**src/rtl/sw_pulse_gen.sv**
```systemverilog
`default_nettype none
// ============================================================================
//  Module      : sw_pulse_gen
//  Description : Converts a BCD digit into that many level toggles on a
//                switch-style line. Each toggle is held for HOLD_CYC clocks,
//                and the line is also held for HOLD_CYC clocks after the last
//                toggle. A switch edge-counter that counts rises and falls
//                therefore advances by exactly the digit sent.
//  Revision    : 1.0  initial release
// ============================================================================
module sw_pulse_gen #(
    parameter int HOLD_CYC = 4,
    parameter int TW       = 8
) (
    input  logic       clk,
    input  logic       reset_b,
    input  logic       start,
    input  logic [3:0] count_in,
    output logic       sw_out,
    output logic       busy,
    output logic       done,
    output logic [3:0] left
);

    // The receiver uses a 2-stage sampler, so shorter holds could be missed.
    // The timer must also be wide enough to hold HOLD_CYC-1.
    generate
        if (HOLD_CYC < 2) begin : g_bad_hold
            $error("sw_pulse_gen: HOLD_CYC must be >= 2");
        end
        if ((2 ** TW) <= HOLD_CYC) begin : g_bad_tw
            $error("sw_pulse_gen: TW too narrow for HOLD_CYC");
        end
    endgenerate

    localparam logic [TW-1:0] HOLD_RELOAD = TW'(HOLD_CYC - 1);
    localparam logic [TW-1:0] TIMER_ONE   = TW'(1);

    typedef enum logic [1:0] {
        IDLE  = 2'd0,
        RUN   = 2'd1,
        GUARD = 2'd2
    } state_t;

    state_t          state;
    logic [TW-1:0]   timer;
    logic [3:0]      sat_count;

    // Digits above 9 are not valid BCD; clamp them to the largest digit.
    assign sat_count = (count_in > 4'd9) ? 4'd9 : count_in;

    // Transfer sequencer: all outputs are registered here.
    always_ff @(posedge clk) begin
        if (!reset_b) begin
            state  <= IDLE;
            timer  <= '0;
            sw_out <= 1'b0;
            busy   <= 1'b0;
            done   <= 1'b0;
            left   <= 4'd0;
        end else begin
            done <= 1'b0;
            case (state)
                IDLE: begin
                    if (start) begin
                        if (sat_count == 4'd0) begin
                            // Nothing to send: complete immediately, line untouched.
                            done <= 1'b1;
                        end else begin
                            left  <= sat_count;
                            timer <= HOLD_RELOAD;
                            busy  <= 1'b1;
                            state <= RUN;
                        end
                    end
                end
                RUN: begin
                    if (timer != '0) begin
                        timer <= timer - TIMER_ONE;
                    end else begin
                        sw_out <= ~sw_out;
                        left   <= left - 4'd1;
                        timer  <= HOLD_RELOAD;
                        if (left == 4'd1) begin
                            state <= GUARD;
                        end
                    end
                end
                GUARD: begin
                    // Hold the final level long enough for the receiver to see it.
                    if (timer != '0) begin
                        timer <= timer - TIMER_ONE;
                    end else begin
                        done  <= 1'b1;
                        busy  <= 1'b0;
                        state <= IDLE;
                    end
                end
                default: begin
                    state <= IDLE;
                    busy  <= 1'b0;
                    left  <= 4'd0;
                    timer <= '0;
                end
            endcase
        end
    end

endmodule
`default_nettype wire
```
**config.mk**
```make
export PLATFORM = sky130hd
export DESIGN_NAME = sw_pulse_gen
export DESIGN_NICKNAME = d
export VERILOG_FILES = /design/src/rtl/sw_pulse_gen.sv
export SDC_FILE = /design/constraint.sdc
export NUM_CORES = 1
export LEC_CHECK = 0
export ABC_AREA = 1
export BUFFER_PORTS_ARGS = -buffer_cell sky130_fd_sc_hd__buf_4
export CORE_UTILIZATION = 25
export CTS_CLUSTER_DIAMETER = 60
export CTS_CLUSTER_SIZE = 25
export DETAILED_ROUTE_END_ITERATION = 16
export PLACE_DENSITY = 0.46
export SLEW_MARGIN = 40
export SYNTH_ARGS = -nofsm -noshare
export SYNTH_HDL_FRONTEND = slang
export SYNTH_SLANG_ARGS = --single-unit
```
**constraint.sdc**
```tcl
create_clock -name clk -period 2.1 [get_ports clk]
set_input_delay 0.315 -clock clk [delete_from_list [all_inputs] [get_ports clk]]
set_output_delay 0.315 -clock clk [all_outputs]
set_load 0.02 [all_outputs]
```
==> qor.yml <==
clocking:
  post_cts_buffers: 0
  cts_max_path_buffers: 2
  cts.sinks: 17
  cts_made_buffers: 3
  insertion_delay_ns: 0.26
  cts_tree: "yes"
  htree_levels: 1
  cts_resized: 0
  holdBufCountCts: 0
  cts_root_buf: "clkbuf_8"
  clk_pin_slew_ns: 0.07
cells_and_area:
  syn_to_final_growth_pct: 18.6
  nets: 194
  final_area_um2: 1280
  seq_area_um2: 340
  fill_cells: 454
  multi_input_area_um2: 638
  num_antenna_cells: 0
  drive_gt1_share_pct: 18.1
global_routing:
  antenna_found_initial: 0
  grt_pass1_vias: 928
  grt_usage_pct: 11.9
  grt_max_degree: 11
  grt-ovfl-total: 0
  grt_pass1_wl_um: 4110
route:
  wl_um: 2370
  drt-initial-drc-count: 47
  detail-route-antenna-nets: 0
  vias: 1010
  wl_per_cell_um: 10.2
  first_pass_iters: 4
  vias_per_cell: 4.35
  drc: 0
logic_synthesis:
  synthSimpleGateAreaFrac_pct: 45.2
  syn_nets: 177
  synth-seq-area-share_pct: 31.6
  yosys_warnings: 0
  synth-seq-cells: 17
  synth_xor_area_share_pct: 0.813
  syn_area_um2: 1080
  synth_compound_area_share_pct: 8.59
  synthMuxAreaShare_pct: 0
  synth_top_family_by_area: "simple AND/OR/NAND/NOR gates"
  synth-adder-area-share_pct: 4.65
  syn_inst: 166
  syn_area_per_cell_um2: 6.49
  synthDistinctLibCells: 24
critical_path:
  start_kind: "flop"
  worstPathRequired_ns: 2.29
  critPathMostFrequentCell: "inv_1"
  crit_path_cell_trace: "inv_1 -> ha_1 -> inv_1 -> nor2_1 -> nand2_1 -> o21ai_0 -> nand3b_1 -> a21oi_1"
  worst-path-buf-inv: 2
  worst_ep_arrival_time_ns: 1.69
  endpoint_kind: "flop"
  cp_top_family: "compound AO/OA/AOI/OAI gates"
  worstSetupPathType: "flop to flop"
  crit_fanout: 3
  cp_slowest_cell: "dfxtp_1"
  critPathMaxStageDelay_ns: 0.33
sta:
  tightest_slew_ns: 0.343
  fin_crit_sh_pct: 71.7
  final.setup.tns_ns: 0
  fin_crit_ns: 1.51
  drv_slew: 0
  worst_slew_margin_rel_pct: 77.1
  grt_setup_unrepaired: "false"
  hold_viol: 0
  finalSetupViolCount: 0
  max_freq_ghz: 0.664
  skew_ns: 0.00353
floorplanning:
  die_x_um: 67.6
  start_util_pct: 26.5
  die_h_um: 67.6
  dieArea_um2: 4580
  rows: 23
  ioPinCount: 14
  coreArea_um2: 4060
power:
  cellPowerDensity_nw_per_um2: 1710
  irDropWorstVdd_uv: 411
  p_leak_nw: 0.625
  finalPower_mw: 2.19
min_path:
  hold_class: "input pin to flop"
job:
  cap_violations: 0
status:
  status: "finished clean"
place:
  dpl_cell_area_um2: 1230
  gp_congestion: 0.790
  dp_hpwl_um: 1880
  io_buffers: 13
## registers in the layout, indices dropped and copies added (netlist names)
| name | count |
|---|---|
| busy | 1 |
| done | 1 |
| left | 4 |
| state | 2 |
| sw_out | 1 |
| timer | 8 |
## cells by family (layout without fill, tap and decap cells)
| group | after synthesis | after routing |
|---|---|---|
| adder cells (fa/ha/maj) | 4 | 4 |
| AO/OA/AOI/OAI | 17 | 17 |
| flip-flops | 17 | 17 |
| buffers and inverters | 26 | 42 |
| AND/OR/NAND/NOR | 101 | 101 |
| XOR/XNOR | 1 | 1 |
## Yosys cell counts
library cell / number / area (µm²)
inv_2: 4 / 15.0
nor2_4: 2 / 22.5
nand2_1: 47 / 176
o21ai_2: 1 / 8.76
a21oi_1: 8 / 40.0
nor2_2: 3 / 18.8
inv_1: 21 / 78.8
nor2_8: 1 / 20.0
nand2_4: 3 / 33.8
nand4_1: 3 / 18.8
nor2_1: 28 / 105
nand3b_1: 1 / 7.51
o21ai_1: 1 / 5.00
nand3_4: 1 / 17.5
dfxtp_1: 17 / 340
o221ai_1: 1 / 8.76
nor3_1: 1 / 5.00
ha_1: 4 / 50.1
xnor2_1: 1 / 8.76
nand3_2: 1 / 10.0
o21ai_0: 6 / 30.0
nand2_2: 1 / 6.26
nand3_1: 9 / 45.0
buf_2: 1 / 5.00
## area by class of cell
type                            instances  area share, %
Multi-Input combinational cell        123           50.0
Sequential cell                        17           26.6
Inverter                               25           7.35
Tap cell                               50           4.90
Timing Repair Buffer                   13           7.64
Clock buffer                            4           3.53
## worst reg2reg max path: cells and delay by family (launching register included)
| kind | cells | cell delay, ns |
|---|---|---|
| buffers and inverters | 2 | 0.14 |
| and+or+nand+nor | 3 | 0.38 |
| adders and majority gates | 1 | 0.18 |
| AOI/OAI and AO/OA | 2 | 0.40 |
| DFF | 1 | 0.33 |
## final timing paths
kind	start	end	cells after the start	slack (ns)
worst max-delay path	timer[0]	state[1]	8	0.59
worst min-delay path	start	done	3	0.35
worst max register to register	timer[0]	state[1]	8	0.59
worst min register to register	busy	busy	2	0.49
## metrics by stage
step | std cells | hold slack [ns] | utilization, % | worst slack (ns)
2_1_floorplan | 166 | 0.457 | - | 0.795
3_3_place_gp | 228 | 0.464 | 30.4 | 0.650
3_5_place_dp | 228 | 0.484 | 30.4 | 0.645
4_1_cts | 232 | 0.349 | 31.5 | 0.597
5_1_grt | 232 | 0.367 | 31.5 | 0.364
6_report | 232 | 0.352 | 31.5 | 0.595
## cell usage in the layout, fill, tap and decap left out, drive strengths merged, types with 3 or more instances in the layout
cell | synthesis | routed
clkbuf | 0 | 4
o21ai | 8 | 8
nand3 | 11 | 11
nand2 | 51 | 51
buf | 1 | 13
dfxtp | 17 | 17
nand4 | 3 | 3
nor2 | 34 | 34
ha | 4 | 4
inv | 25 | 25
a21oi | 8 | 8
## layer usage
layer	global-route usage (%)	wire [µm]	up-vias
met5	0	0	-
met4	5.59	46	0
met3	2.53	74	5
met2	17.8	1030	12
met1	16.0	1220	442
li1	-	-	551
## where the power goes
part | switching (mW) | leakage (nW) | total [mW] | internal [mW]
Combinational | 0.898 | 0.462 | 1.38 | 0.480
Clock | 0.118 | 0.0228 | 0.253 | 0.135
Sequential | 0.0992 | 0.140 | 0.555 | 0.456
Total | 1.12 | 0.625 | 2.19 | 1.07
(Power assumes the default switching activity.)
